## src/rtl/crc_ci_pkg.sv

```systemverilog
// Shared definitions for the CRC custom-instruction initiator.
// Contains the ci_n opcode constants and the controller state encoding.
package crc_ci_pkg;

   localparam logic [2:0] CI_N_LOAD = 3'd0;
   localparam logic [2:0] CI_N_B1   = 3'd1;
   localparam logic [2:0] CI_N_B2   = 3'd2;
   localparam logic [2:0] CI_N_B3   = 3'd3;
   localparam logic [2:0] CI_N_B4   = 3'd4;
   localparam logic [2:0] CI_N_B8   = 3'd5;
   localparam logic [2:0] CI_N_READ = 3'd6;

   typedef enum logic [2:0] {
      ST_IDLE  = 3'd0,
      ST_LOAD  = 3'd1,
      ST_ACC   = 3'd2,
      ST_ISSUE = 3'd3,
      ST_WAIT  = 3'd4,
      ST_READ  = 3'd5,
      ST_OUT   = 3'd6
   } state_t;

endpackage

```

## src/rtl/crc_ci_byte_packer.sv

```systemverilog
// Packs accepted bytes little-endian into a 32-bit word for the CRC custom instruction.
// Tracks the byte count of the current word and whether the packet's last byte was seen.
module crc_ci_byte_packer
   import crc_ci_pkg::*;
(
   input  logic        clk,
   input  logic        reset,
   input  logic        clear,
   input  logic        clear_last,
   input  logic        byte_en,
   input  logic [7:0]  byte_in,
   input  logic        last_in,
   output logic [31:0] word,
   output logic [2:0]  count,
   output logic        last
);

   // clear drops the word after it is issued; clear_last also starts a fresh packet
   always_ff @(posedge clk) begin
      if (reset || clear_last) begin
         word  <= 32'h0;
         count <= 3'd0;
         last  <= 1'b0;
      end else if (clear) begin
         word  <= 32'h0;
         count <= 3'd0;
         last  <= last;
      end else if (byte_en) begin
         case (count)
            3'd0:    word[7:0]   <= byte_in;
            3'd1:    word[15:8]  <= byte_in;
            3'd2:    word[23:16] <= byte_in;
            3'd3:    word[31:24] <= byte_in;
            default: word        <= word;
         endcase
         count <= count + 3'd1;
         last  <= last_in;
      end else begin
         word  <= word;
         count <= count;
         last  <= last;
      end
   end

endmodule

```

## src/rtl/crc_ci_initiator.sv

```systemverilog
// Streams packet bytes through a CRC custom instruction (seed, 1..4-byte updates, read-back).
// Optional op timeout with err strobe and packet drain: define CRC_CI_INIT_TIMEOUT_EN.
module crc_ci_initiator
   import crc_ci_pkg::*;
#(
   parameter logic [31:0] SEED           = 32'hFFFF_FFFF,
   parameter int unsigned TIMEOUT_CYCLES = 32'd16
) (
   input  logic        clk,
   input  logic        reset,
   input  logic [7:0]  s_data,
   input  logic        s_valid,
   input  logic        s_last,
   output logic        s_ready,
   output logic [31:0] crc_out,
   output logic        crc_valid,
   output logic        err,
   output logic        ci_clk_en,
   output logic        ci_start,
   output logic [31:0] ci_dataa,
   output logic [31:0] ci_datab,
   output logic [2:0]  ci_n,
   input  logic        ci_done,
   input  logic [31:0] ci_result
);

   state_t      state_r;
   state_t      state_s;
   logic        drain_r;
   logic        drain_s;
   logic        ready_s;
   logic [31:0] crc_s;
   logic        crc_valid_s;
   logic        err_s;
   logic        clk_en_s;
   logic        start_s;
   logic [2:0]  n_s;
   logic [31:0] dataa_s;
   logic        accept_s;
   logic        op_done_s;
   logic        timeout_s;
   logic        pack_en_s;
   logic        pack_clear_s;
   logic        pack_clear_last_s;
   logic [31:0] pack_word_s;
   logic [2:0]  pack_count_s;
   logic        pack_last_s;

   assign accept_s  = s_valid & s_ready;
   assign op_done_s = ci_clk_en & ci_done;
   assign ci_datab  = 32'h0;

   crc_ci_byte_packer u_packer (
      .clk        (clk),
      .reset      (reset),
      .clear      (pack_clear_s),
      .clear_last (pack_clear_last_s),
      .byte_en    (pack_en_s),
      .byte_in    (s_data),
      .last_in    (s_last),
      .word       (pack_word_s),
      .count      (pack_count_s),
      .last       (pack_last_s)
   );

`ifdef CRC_CI_INIT_TIMEOUT_EN
   localparam int unsigned CNT_W = $clog2(TIMEOUT_CYCLES + 32'd1);
   logic [CNT_W-1:0] wait_cnt_r;

   assign timeout_s = ci_clk_en & ~ci_done & (wait_cnt_r == CNT_W'(TIMEOUT_CYCLES - 32'd1));

   // Counts the enabled cycles of the op in flight; restarts for every new op
   always_ff @(posedge clk) begin
      if (reset) begin
         wait_cnt_r <= '0;
      end else if (ci_clk_en && !ci_done && !timeout_s) begin
         wait_cnt_r <= wait_cnt_r + CNT_W'(1);
      end else begin
         wait_cnt_r <= '0;
      end
   end
`else
   assign timeout_s = 1'b0;
`endif

   // Next-state and next-output logic; every ci_* output is re-registered each cycle
   always_comb begin
      state_s           = state_r;
      drain_s           = drain_r;
      crc_s             = crc_out;
      crc_valid_s       = 1'b0;
      err_s             = 1'b0;
      start_s           = 1'b0;
      clk_en_s          = 1'b0;
      n_s               = CI_N_LOAD;
      dataa_s           = 32'h0;
      pack_en_s         = 1'b0;
      pack_clear_s      = 1'b0;
      pack_clear_last_s = 1'b0;

      // an op that has not completed keeps its operands on the bus
      if (ci_clk_en && !ci_done) begin
         clk_en_s = 1'b1;
         n_s      = ci_n;
         dataa_s  = ci_dataa;
      end else begin
         clk_en_s = 1'b0;
      end

      case (state_r)
         ST_IDLE: begin
            if (drain_r) begin
               if (accept_s && s_last) begin
                  drain_s = 1'b0;
               end else begin
                  drain_s = 1'b1;
               end
            end else if (s_valid) begin
               state_s           = ST_LOAD;
               start_s           = 1'b1;
               clk_en_s          = 1'b1;
               n_s               = CI_N_LOAD;
               dataa_s           = SEED;
               pack_clear_last_s = 1'b1;
            end else begin
               state_s = ST_IDLE;
            end
         end
         ST_LOAD: begin
            if (op_done_s) begin
               state_s = ST_ACC;
            end else begin
               state_s = ST_LOAD;
            end
         end
         ST_ACC: begin
            if (accept_s) begin
               pack_en_s = 1'b1;
               if ((pack_count_s == 3'd3) || s_last) begin
                  state_s = ST_ISSUE;
               end else begin
                  state_s = ST_ACC;
               end
            end else begin
               state_s = ST_ACC;
            end
         end
         ST_ISSUE: begin
            state_s      = ST_WAIT;
            start_s      = 1'b1;
            clk_en_s     = 1'b1;
            n_s          = pack_count_s;
            dataa_s      = pack_word_s;
            pack_clear_s = 1'b1;
         end
         ST_WAIT: begin
            if (op_done_s) begin
               if (pack_last_s) begin
                  state_s  = ST_READ;
                  start_s  = 1'b1;
                  clk_en_s = 1'b1;
                  n_s      = CI_N_READ;
                  dataa_s  = 32'h0;
               end else begin
                  state_s = ST_ACC;
               end
            end else begin
               state_s = ST_WAIT;
            end
         end
         ST_READ: begin
            if (op_done_s) begin
               crc_s       = ci_result;
               crc_valid_s = 1'b1;
               state_s     = ST_OUT;
            end else begin
               state_s = ST_READ;
            end
         end
         ST_OUT: begin
            state_s = ST_IDLE;
         end
         default: begin
            state_s = ST_IDLE;
         end
      endcase

      // abandoning an op mid-packet leaves the rest of that packet to be drained
      if (timeout_s) begin
         state_s  = ST_IDLE;
         start_s  = 1'b0;
         clk_en_s = 1'b0;
         n_s      = CI_N_LOAD;
         dataa_s  = 32'h0;
         err_s    = 1'b1;
         drain_s  = ~pack_last_s;
      end else begin
         err_s = 1'b0;
      end

      ready_s = (state_s == ST_ACC) || ((state_s == ST_IDLE) && drain_s);
   end

   // State and output registers
   always_ff @(posedge clk) begin
      if (reset) begin
         state_r   <= ST_IDLE;
         drain_r   <= 1'b0;
         s_ready   <= 1'b0;
         crc_out   <= 32'h0;
         crc_valid <= 1'b0;
         err       <= 1'b0;
         ci_clk_en <= 1'b0;
         ci_start  <= 1'b0;
         ci_n      <= 3'd0;
         ci_dataa  <= 32'h0;
      end else begin
         state_r   <= state_s;
         drain_r   <= drain_s;
         s_ready   <= ready_s;
         crc_out   <= crc_s;
         crc_valid <= crc_valid_s;
         err       <= err_s;
         ci_clk_en <= clk_en_s;
         ci_start  <= start_s;
         ci_n      <= n_s;
         ci_dataa  <= dataa_s;
      end
   end

endmodule
```

## config.mk

```make
export PLATFORM = sky130hd
export DESIGN_NAME = crc_ci_initiator
export DESIGN_NICKNAME = d
export VERILOG_FILES = /design/src/rtl/crc_ci_pkg.sv /design/src/rtl/crc_ci_byte_packer.sv /design/src/rtl/crc_ci_initiator.sv
export SDC_FILE = /design/constraint.sdc
export NUM_CORES = 1
export LEC_CHECK = 0
export CAP_MARGIN = 20
export CELL_PAD_IN_SITES_DETAIL_PLACEMENT = 1
export CELL_PAD_IN_SITES_GLOBAL_PLACEMENT = 1
export CORE_MARGIN = 10
export CORE_UTILIZATION = 33
export DETAILED_ROUTE_END_ITERATION = 8
export PLACE_DENSITY_LB_ADDON = 0.12
export SETUP_SLACK_MARGIN = 0.1
export SYNTH_ARGS = -nofsm -noshare
export SYNTH_HDL_FRONTEND = slang
export SYNTH_SLANG_ARGS = --single-unit
export TNS_END_PERCENT = 1
```

## constraint.sdc

```tcl
create_clock -name clk -period 2 [get_ports clk]
set_input_delay 0.6 -clock clk [delete_from_list [all_inputs] [get_ports clk]]
set_output_delay 0.6 -clock clk [all_outputs]
set_load 0.01 [all_outputs]
```

==> results.md <==
* Minimum hold slack at 0.453 ns
* Reg2reg path depth at 5
* Core Area at 13200 um^2
* Power Density at 795 nW/um^2
* Reg2reg end: s_ready
* CP endpoint kind: output pin
* Fin crit share at 0.939
* Sequential share of the synthesized area at 0.497
* Layout Nets at 677
* P_leak at around 0.0025 uW
* GP Congestion at 0.784
* Maximum operating frequency at 0.533 GHz
* Port-buffer cells at 115
* Ant. Diodes at 0
* Worst EP arrival at 1.28 ns
* Crit path max fanout at 2
* Unrepaired setup endpoints after global routing: yes
* Top-level I/O count at between 100 and 150
* Mapped Avg Cell Area at 8.70 um^2
* Status: complete, no violations
* Fraction of registers with async set/reset at 0
* TritonCTS buffer count at 9
* Crit path cell chain: clkdlybuf4s50_1
* Post-CTS Setup Inserts at 0
* Die W at approximately 140 um
* Final TNS setup at 0 ns
* Worst Path Buf+Inv at 1
* Syn. warnings at 0
* Final worst slack at 0.122 ns
* #FFs+latches synth at approximately 110
* Drt total wl at 13300 um
* R2R Path Start: state_r[0]
* Crit path launch type: flop
* Worst hold path depth at 2
* Final setup viols at 0
* Critical path class: flop to output pin
* Pre-CTS setup slack at -0.345 ns
* TritonCTS clock tree: built
* Final min period at 1.88 ns
* Placed insts at 792
* Primary FF master, synth: dfxtp_1
* Family with the most delay on the worst path: buffers and inverters
* DRT iter0 DRCs at 244
* Post-CTS Hold Fix Bufs at 0
* Slowest stage cell, crit path: clkdlybuf4s50_1
* H-tree Lvls at 3
* Fillcell total at around 1600
* Synth area leaders: dfxtp_1 (50%), nand2_1 (8.8%), a21oi_1 (7.9%)
* P&R area growth vs syn at 38.9%
* Initial antenna violation count at 0
* Root buf cell: clkbuf_16
* Via/cell ratio at 4.64
* Global Route Usage Sum at 0.143
* Gr ovfl total at 0
* Starting Density at 0.338
* CTS Sinks at 111
* Largest net degree at the start of global routing at 37
* Max Slew Vio Count at 0
* Number of global-route vias before repair at around 3900
* Num rows at between 40 and 50
* Final hold violations at 0
* Worst-path clk slew at 0.07 ns
* Worst-Skew Late Latency at 0.36 ns
* Total power draw at 4930 uW
* Clock Path Buffers at 2
* Max Cap Violations at 0
* First-pass GRT wire length at 20900 um
* Detail Route Antenna Nets at 0
* Non-filler cells, final at 808
* Hold Crit Class: flop to flop
* Worst IR drop on VDD at 0.372 mV
* # DRC at 0
* Fin Clk Skew at 0.00728 ns
* Critical Path RT at 1.40 ns
* Cell with the most instances after synthesis: dfxtp_1
* Top cell type by total area after synthesis: dfxtp_1
* DIE HEIGHT at 136 um
* Pre-antenna DRT Iters at 4
* R2r setup slk at 0.22 ns
* Detailed-route via count at approximately 3800
* EDFF count, synth at 0
* Crit path largest cell delay at 0.57 ns
* Post-DP HPWL at 9900 um
* Die area at around 19000 um^2
* Hold wc startpoint: ci_dataa[10]
* Post-synth top cells: dfxtp_1 (111), nand2_1 (105), a21oi_1 (71), nor2_1 (37), buf_4 (36)
* Post-synthesis cell area at between 4000 and 5000 um^2
* Post-Synthesis Cells at around 510
* Top-area cell type share of the netlist area at 0.497
* Netlist cell types at 39
* Layout cells sized above 1 at 0.0839
* Hold endpoint: ci_dataa[10]
* Wire length per cell at about 17 um
## logic make-up (layout without fill, tap and decap cells)
kind of cell,after synthesis,in the layout,share of synthesized area
other,1,33,0.000839
multiplexers,33,33,0.0739
AND/OR/NAND/NOR,170,170,0.168
XOR/XNOR,1,1,0.00196
AO/OA/AOI/OAI,118,118,0.141
buffers and inverters,75,161,0.103
flip-flops,111,111,0.497
adder cells (fa/ha/maj),5,5,0.0140
## area by class of cell
cell class                 count  area [um^2]  area share
tap                          176          220      0.0355
sequential                   111         2220       0.358
clock inverter                 6          115      0.0185
timing repair buffer         139         1450       0.233
clock buffer                  10          239      0.0385
multi-input combinational    360         1940       0.312
inverter                       6         22.5     0.00363
## cells in the final DEF, fill, tap and decap left out, drive strengths merged, types with 2 or more instances in the layout
cell	count
a21oi	71
dlymetal6s2s	2
nand3	2
conb	33
nor2	38
o31a	2
nand4	4
nor3	4
buf	24
nand2	105
inv	8
dfxtp	111
clkbuf	10
bufinv	3
and3	2
o21ai	37
nor2b	5
o21bai	2
mux2i	33
ha	5
and2	3
clkdlybuf4s50	112
## report_power, final
| part | switching (uW) | leakage [uW] | internal [uW] |
|---|---|---|---|
| sequential | 35.1 | 0.000901 | 2270 |
| combinational | 254 | 0.00138 | 257 |
| clock | 850 | 0.000175 | 1270 |
| total | 1140 | 0.00245 | 3790 |
## worst min-delay path, cell delays in order, from the launching register on
cell and delay (ns):
dfxtp_1 0.32, nand2_1 0.05, o21ai_1 0.05
## state kept, by name, indices dropped and copies added, names as in the netlist, 3 cells and up
signal,flops
ci_dataa,32
ci_n,3
crc_out,32
state_r,3
u_packer.count,3
u_packer.word,32
## metal layers
layer,GRT usage,vias to the layer above,routed length (um)
met5,0,-,0
met4,0.0462,0,157
met3,0.0428,12,823
met2,0.241,87,6580
met1,0.171,1788,5780
li1,-,1863,-
## metrics by stage
| stage | instance area (um^2) | utilization |
|---|---|---|
| after global routing | 6210 | 0.469 |
| after global placement | 5830 | 0.440 |
| after floorplan | 4590 | - |
| after CTS | 6180 | 0.467 |
| final | 6210 | 0.469 |
| after detailed placement | 5830 | 0.440 |
## worst max-delay path by stage
stage,start,to,cells past startpoint
after CTS,s_valid,u_packer.word[28],6
after global routing,ci_done,ci_dataa[26],7
after global placement,s_valid,u_packer.word[29],6
final,crc_out[16],crc_out[16],1
after floorplan,s_valid,s_ready,6
after detailed placement,s_valid,s_ready,6
## repair_timing
action	in CTS	in global routing
setup endpoints to repair	50	85
pin swaps	1	1
gates resized for setup	1	7
Power figures use the tool's default switching activity.
